===== src/rtl/note_lane_engine.sv =====
// Rhythm-game note lane engine: synchronizes buttons, steps an LFSR-chosen target lane
// per note, judges presses as hit/miss and keeps score, streak and a hit-sound timer.
module note_lane_engine #(
    parameter int          LANES    = 4,
    parameter int          TICK_DIV = 50000000,
    parameter int          ROUNDS   = 16,
    parameter int          SND_LEN  = 75000000,
    parameter int          SCORE_W  = 8,
    parameter logic [15:0] SEED     = 16'hACE1
) (
    input  logic               clk,
    input  logic               rst,
    input  logic               start,
    input  logic [LANES-1:0]   btn,
    output logic [LANES-1:0]   lane_led,
    output logic [LANES-1:0]   btn_led,
    output logic               hit,
    output logic               miss,
    output logic [SCORE_W-1:0] score,
    output logic [SCORE_W-1:0] streak,
    output logic               sound_en,
    output logic               busy
);

    localparam int LANE_W = (LANES > 1) ? $clog2(LANES) : 1;
    localparam int PER_W  = $clog2(TICK_DIV);
    localparam int NOTE_W = $clog2(ROUNDS + 1);
    localparam int SND_W  = $clog2(SND_LEN + 1);

    localparam logic [PER_W-1:0]  PER_LAST  = PER_W'(TICK_DIV - 1);
    localparam logic [NOTE_W-1:0] NOTE_LAST = NOTE_W'(ROUNDS - 1);
    localparam logic [SND_W-1:0]  SND_LOAD  = SND_W'(SND_LEN);

    typedef enum logic [1:0] {
        IDLE = 2'd0,
        PLAY = 2'd1,
        DONE = 2'd2
    } state_t;

    // ------------------------------------------------------------------
    // Button synchronizer and press-event detection
    // ------------------------------------------------------------------
    logic [LANES-1:0] sync_1, sync_2, sync_3, sync_3_d;
    logic [LANES-1:0] press_q;
    logic [2:0]       prime_cnt;
    logic             primed;

    // Events stay masked until the pipeline holds only post-reset samples, so a
    // button already held when rst drops is seen as a level, not as a press.
    assign primed = (prime_cnt == 3'd4);

    // NOTE: sequential state uses <= so every flop samples pre-edge values; = here would chain the stages into one.
    always_ff @(posedge clk) begin
        if (rst) begin
            sync_1    <= '0;
            sync_2    <= '0;
            sync_3    <= '0;
            sync_3_d  <= '0;
            press_q   <= '0;
            prime_cnt <= '0;
        end else begin
            sync_1   <= btn;
            sync_2   <= sync_1;
            sync_3   <= sync_2;
            sync_3_d <= sync_3;
            press_q  <= primed ? (sync_3 & ~sync_3_d) : '0;
            if (!primed) prime_cnt <= prime_cnt + 3'd1;
        end
    end

    assign btn_led = sync_2;

    // ------------------------------------------------------------------
    // Game FSM, LFSR, counters
    // ------------------------------------------------------------------
    state_t             state, state_nx;
    logic [15:0]        lfsr, lfsr_nx, lfsr_adv;
    logic [PER_W-1:0]   period_cnt, period_nx;
    logic [NOTE_W-1:0]  note_cnt, note_nx;
    logic [SCORE_W-1:0] score_nx, streak_nx;
    logic [SND_W-1:0]   snd_cnt, snd_nx;
    logic               hit_nx, miss_nx;
    logic               judged, is_hit;
    logic [LANES-1:0]   target;

    // x^16 + x^14 + x^13 + x^11 + 1, shifting toward the MSB
    assign lfsr_adv = {lfsr[14:0], lfsr[15] ^ lfsr[13] ^ lfsr[12] ^ lfsr[10]};
    assign target   = LANES'(1) << lfsr[LANE_W-1:0];

    always_ff @(posedge clk) begin
        if (rst) begin
            state      <= IDLE;
            lfsr       <= SEED;
            period_cnt <= '0;
            note_cnt   <= '0;
            score      <= '0;
            streak     <= '0;
            snd_cnt    <= '0;
            hit        <= 1'b0;
            miss       <= 1'b0;
        end else begin
            state      <= state_nx;
            lfsr       <= lfsr_nx;
            period_cnt <= period_nx;
            note_cnt   <= note_nx;
            score      <= score_nx;
            streak     <= streak_nx;
            snd_cnt    <= snd_nx;
            hit        <= hit_nx;
            miss       <= miss_nx;
        end
    end

    always_comb begin
        // NOTE: every output of this block gets a default first so no path leaves one unassigned and infers a latch.
        state_nx  = state;
        lfsr_nx   = lfsr;
        period_nx = period_cnt;
        note_nx   = note_cnt;
        score_nx  = score;
        streak_nx = streak;
        snd_nx    = (snd_cnt != '0) ? snd_cnt - 1'b1 : snd_cnt;
        hit_nx    = 1'b0;
        miss_nx   = 1'b0;
        judged    = 1'b0;
        is_hit    = 1'b0;

        case (state)
            IDLE, DONE: begin
                if (start) begin
                    state_nx  = PLAY;
                    lfsr_nx   = lfsr_adv;
                    period_nx = '0;
                    note_nx   = '0;
                    score_nx  = '0;
                    streak_nx = '0;
                end
            end
            PLAY: begin
                // A press landing on the period-end cycle wins over the timeout
                if (press_q != '0) begin
                    judged = 1'b1;
                    is_hit = (press_q == target);
                end else if (period_cnt == PER_LAST) begin
                    judged = 1'b1;
                end

                if (judged) begin
                    if (is_hit) begin
                        hit_nx    = 1'b1;
                        score_nx  = (score == '1) ? score : score + 1'b1;
                        streak_nx = (streak == '1) ? streak : streak + 1'b1;
                        snd_nx    = SND_LOAD;
                    end else begin
                        miss_nx   = 1'b1;
                        streak_nx = '0;
                    end
                    if (note_cnt == NOTE_LAST) begin
                        state_nx = DONE;
                    end else begin
                        note_nx   = note_cnt + 1'b1;
                        period_nx = '0;
                        lfsr_nx   = lfsr_adv;
                    end
                end else begin
                    period_nx = period_cnt + 1'b1;
                end
            end
            default: state_nx = IDLE;
        endcase
    end

    assign lane_led = (state == PLAY) ? target : '0;
    assign busy     = (state == PLAY);
    assign sound_en = (snd_cnt != '0);

endmodule


===== config.mk =====
export PLATFORM = sky130hd
export DESIGN_NAME = note_lane_engine
export DESIGN_NICKNAME = d
export VERILOG_FILES = /design/src/rtl/note_lane_engine.sv
export SDC_FILE = /design/constraint.sdc
export NUM_CORES = 1
export LEC_CHECK = 0
export CAP_MARGIN = 5
export CORE_MARGIN = 1
export CORE_UTILIZATION = 42
export CTS_BUF_LIST = sky130_fd_sc_hd__clkbuf_8
export DETAILED_ROUTE_END_ITERATION = 16
export HOLD_SLACK_MARGIN = 0.12
export SYNTH_ARGS = -nofsm -noshare
export SYNTH_HDL_FRONTEND = slang
export SYNTH_SLANG_ARGS = --single-unit

===== constraint.sdc =====
create_clock -name clk -period 2.1 [get_ports clk]
set_input_delay 0.42 -clock clk [delete_from_list [all_inputs] [get_ports clk]]
set_output_delay 0.42 -clock clk [all_outputs]
set_load 0.1 [all_outputs]

Word level (Yosys, flattened, before mapping):

Cells that the tools add are included.

* add/subtract/negate cells: 6
* equal/unequal tests: 16
* shift-type cells: 1
* muxes and demuxes: 37
* bitwise gates (word level): 8
* reduce and logical (&&, ||, !) cells: 12

Operators by type and width (count)
* 27-bit two-way mux: 4
* 26-bit two-way mux: 3
* 8-bit two-way mux: 7
* 26-bit case mux with 2 select lines: 1
* 16-bit two-way mux: 3
* 16-bit case mux with 2 select lines: 1
* 8-bit case mux with 2 select lines: 2
* 27-bit nonzero test: 1
* 27-bit by 1-bit subtractor with 27-bit output, second input constant: 1
* 26-bit by 1-bit adder with 26-bit output, second input constant: 1
* 26-bit == test, second input constant: 1
* 8-bit by 1-bit adder with 8-bit output, second input constant: 2
* 8-bit == test, second input constant: 2
* 5-bit two-way mux: 3
* 5-bit case mux with 2 select lines: 1
* 4-bit AND reduction: 2
* 1-bit two-way mux: 7
* 2-bit two-way mux: 3
* 2-bit by 1-bit inequality test with 1-bit output, second input constant: 3
* 2-bit inequality test, second input constant: 3
* 3-bit inequality test, second input constant: 2
* 3-bit AND reduction: 2
* 5-bit by 1-bit adder with 5-bit output, second input constant: 1
* 5-bit by 4-bit == test with 1-bit output, second input constant: 1
* 18 further kinds: 23

* flip-flop bits (word level): 117
* input bits: 7
* word-level logic and storage cells: 95

Depth between registers and ports, before layout:

* depth after elaboration: 7
* mapped depth: 10

Worst setup path after synthesis:

No wires, ideal clock.

* path type: reg-to-output
* from: register state[1]
* to: output port lane_led[2]
* arrival time: 2814 ps
* path slack: -1134 ps
* cell stages (with the launch flop): 4
* cell sequence: dfxtp_1 nand2b_1 clkbuf_1 nor3b_1

* word-level cells in the longest chain between the ends: 2

RTL lines
* start: declaration: line 76 `state_t state, state_nx;`
* start signal: assignment: line 102 `state <= state_nx;`
* 2-bit by 1-bit == test with 1-bit output: line 173 `assign lane_led = (state == PLAY) ? target : '0;`
* 4-bit two-way mux: line 173
* end: declaration: line 15 `output logic [LANES-1:0] lane_led,`

No other way between the ends.

Worst setup path in the final report:

* from: register snd_cnt[1]
* to: output port sound_en

* word-level cells in the longest chain between the ends: 1

RTL lines
* start: declaration: line 81 `logic [SND_W-1:0] snd_cnt, snd_nx;`
* start signal: assignment: line 108 `snd_cnt <= snd_nx;`
* 27-bit nonzero test: line 175 `assign sound_en = (snd_cnt != '0);`
* end: declaration: line 21 `output logic sound_en,`

No other way between the ends.

==> results.md <==
- Top Layer Used: met4
- # IOs: 35
- Final worst setup slack: -0.3971 ns
- CP Max Fanout: 2
- FP Rows: 40
- Failing checks: negative setup slack
- Fin util: 0.6510
- Die W: about 110 um
- Top FF cell, synth: dfxtp_1
- TritonCTS Buffers: 17
- Crit-path cells: inv_2 -> ha_4 -> or4b_4 -> nor4_4 -> buf_4 -> nand3_4 -> buf_12
- Synth Register Bits: about 120
- Met3 WL post-DR: roughly 440 um
- Hold_buf cts: 0
- Worst-Skew Late Latency: between 0.4 and 0.5 ns
- Routed wire per std cell: roughly 14 um
- Fmax achieved: 400.5 MHz
- Slew HR: 0.6480
- Total power: between 8 and 9 mW
- Peak VDD IR: 0.5676 mV
- Post-synth ARST share: 0
- Fillcell total: 963
- Largest net degree at the start of global routing: 38
- Gate Count Post-Synth: roughly 610
- Outcome: complete, but fails checks
- Worst-Margin Slew: ~0.53 ns
- Mapped Avg Cell Area: 8.694 sq um
- Vias in the first global route: ~4700
- Die Ht: roughly 110 um
- Routed WL: approximately 13000 um
- TritonCTS clock tree: built
- Initial antenna violation count: 0
- Crit-path slowest cell: or4b_4
- Total GRT Usage: 0.2066
- Netlist cell types: between 50 and 60
- Post-route setup TNS: -2.993 ns
- Met1 wire length: about 6100 um
- Seq/Total Area, Yosys: 0.4453
- Tmin final: roughly 2.5 ns
- Layout area overhead: 49.90%
- Final #Nets: ~770
- CP arrival: approximately 2.1 ns
- ANT cells: 0
- Post-synth EDFFs: 0
- Unrepaired setup endpoints after global routing: yes
- Reg area: between 2000 and 2500 sq um
- First-pass GRT wire length: approximately 21000 um
- Worst Hold Class: input pin to flop
- Post-route ant nets: 0
- Place WS: -0.2029 ns
- Total grt overflow: 0
- # H-tree levels: 4
- Gpl congestion: 0.7835
- Clock root buffer: clkbuf_8
- Initial Utilization: 0.4343
- Layout Skew: around 0.0096 ns
- Hold Vio Cnt, Final: 0
- Max-slew violations: 0
- CTS max path bufs: 2
- Clk slew on worst S/H paths: around 0.080 ns
- Leak Pwr: roughly 3.0 nW
- Initial DRC count: about 280
- Drt pass-1 iters: 6
- Share of cells above drive strength 1: 0.4308
- Multi-input logic area: around 3400 sq um
- Syn_nets: a little over 600
- Final period util: 1.189
- Sink Count: 117
- DRC errors left: 0
- Worst Path Required: between 1.5 and 2 ns
- Die area: 12980 sq um
- Via Count: roughly 4800
- Placed Instance Area: between 6000 and 7000 sq um
- Hpwl dp: 8297 um
- MaxCap Viol Count: 0
- Final setup fails: 27
- Yosys warnings: 0
- Setup crit start kind: flop
- Fin area: approximately 7900 sq um
- Worst setup EP type: output port
- Metal2 WL: about 6600 um
- Input/output buffers: 34
- CP max stage delay: 0.48 ns
- WS Path Type: flop to output port
- Synthesized area: 5260 sq um
- Power per cell area: 1135 nW/um^2
- Vias per cell: between 5 and 6
- Core area: roughly 12000 sq um
-- registers in the layout (all words and copies together) (netlist names), 5 cells and up --
register and flops:
period_cnt 26, score 8, lfsr 16, note_cnt 5, snd_cnt 27, streak 8
-- synth_stat cells, types with 12 or more instances --
master,count,area [sq um]
a211oi_1,17,127.6
a21oi_1,34,170.2
clkbuf_1,19,71.32
dfxtp_1,117,2342
inv_1,15,56.30
nand2_1,61,229.0
nand3_1,26,130.1
nand3b_1,12,90.09
nor2_1,75,281.5
nor2b_1,20,125.1
nor3_1,16,80.08
xnor2_1,41,359.1
xor2_1,12,105.1
-- power by group --
part	leakage, nW	total (mW)	switching [mW]	internal, mW
Clock	0.184	1.99	1.03	0.959
Sequential	0.963	2.73	0.236	2.49
Combinational	1.83	4.23	2.06	2.17
-- per-stage QoR --
step,cells,hold WS [ns]
finish,934,0.3573
global placement,869,0.3809
floorplan,605,0.3721
global route,934,0.3453
CTS,925,0.3186
detailed placement,869,0.3780
-- repair_timing --
item | CTS | global route
endpoints found under the setup margin | 66 | 88
cloned | 1 | 5
pin swaps | 37 | 80
setup buffers | 31 | 11
resized for setup | 51 | 122
-- worst max-delay path, delay by kind of cell, from the launching register on --
| kind | cells | cell delay, ns |
|---|---|---|
| simple gates | 3 | 0.75 |
| flops | 1 | 0.33 |
| fa+ha+maj | 1 | 0.12 |
| buf+inv | 3 | 0.43 |
-- final timing paths --
kind	startpoint	endpoint	cells past startpoint	slack (ns)
hold / removal	rst	state[0]	2	0.36
setup / recovery	snd_cnt[1]	sound_en	7	-0.40
setup reg to reg	snd_cnt[1]	snd_cnt[25]	9	-0.29
hold reg to reg	sync_3_d[3]	press_q[3]	1	0.39
-- layout make-up --
class                   instances  share of cell area
clock buffers                  17             0.02967
clock inverters                15             0.01888
inverters                      15            0.007617
multi-input cells             443              0.4275
flip-flops and latches        117              0.3007
well taps                     168             0.02666
repair buffers                159              0.1890
-- kinds of logic (layout without fill, tap and decap cells) --
kind of cell    count (synthesis)  count (layout)  share of synthesized area
simple gates                  288             289                     0.2885
flops                         117             117                     0.4453
compound gates                 89              89                     0.1132
xor+xnor                       53              53                    0.08825
buf+inv                        46             206                    0.03734
fa+ha+maj                       9               9                    0.02141
mux                             3               3                   0.005947
-- layout by cell type, fill, tap and decap left out, drive strengths merged, types with 5 or more instances in the layout --
cell           synthesis  layout
buf                   11     151
nand3b                12      12
o21ai                 10      10
inv                   15      19
xnor2                 41      41
clkinv                 0       6
nor3                  16      16
clkdlybuf4s50          0       5
clkbuf                20      20
or3                    7       7
nor2                  75      75
dfxtp                117     117
nand3                 26      26
ha                     9       9
a21oi                 34      34
and3                   8       8
nor2b                 20      20
nor3b                  7       7
a211oi                17      17
nand2                 61      62
and2                   5       5
or4                   10      10
xor2                  12      12
nor4                  13      13
a21boi                 5       5
nand4                 10      10
nand2b                 7       7
-- per-layer routing --
layer  track usage  up-vias
li1              -     2424
met1        0.2541     2303
met2        0.3427       79
met3       0.05951       17
met4       0.07792        0
met5             0        -
Power figures use the tool's default switching activity.
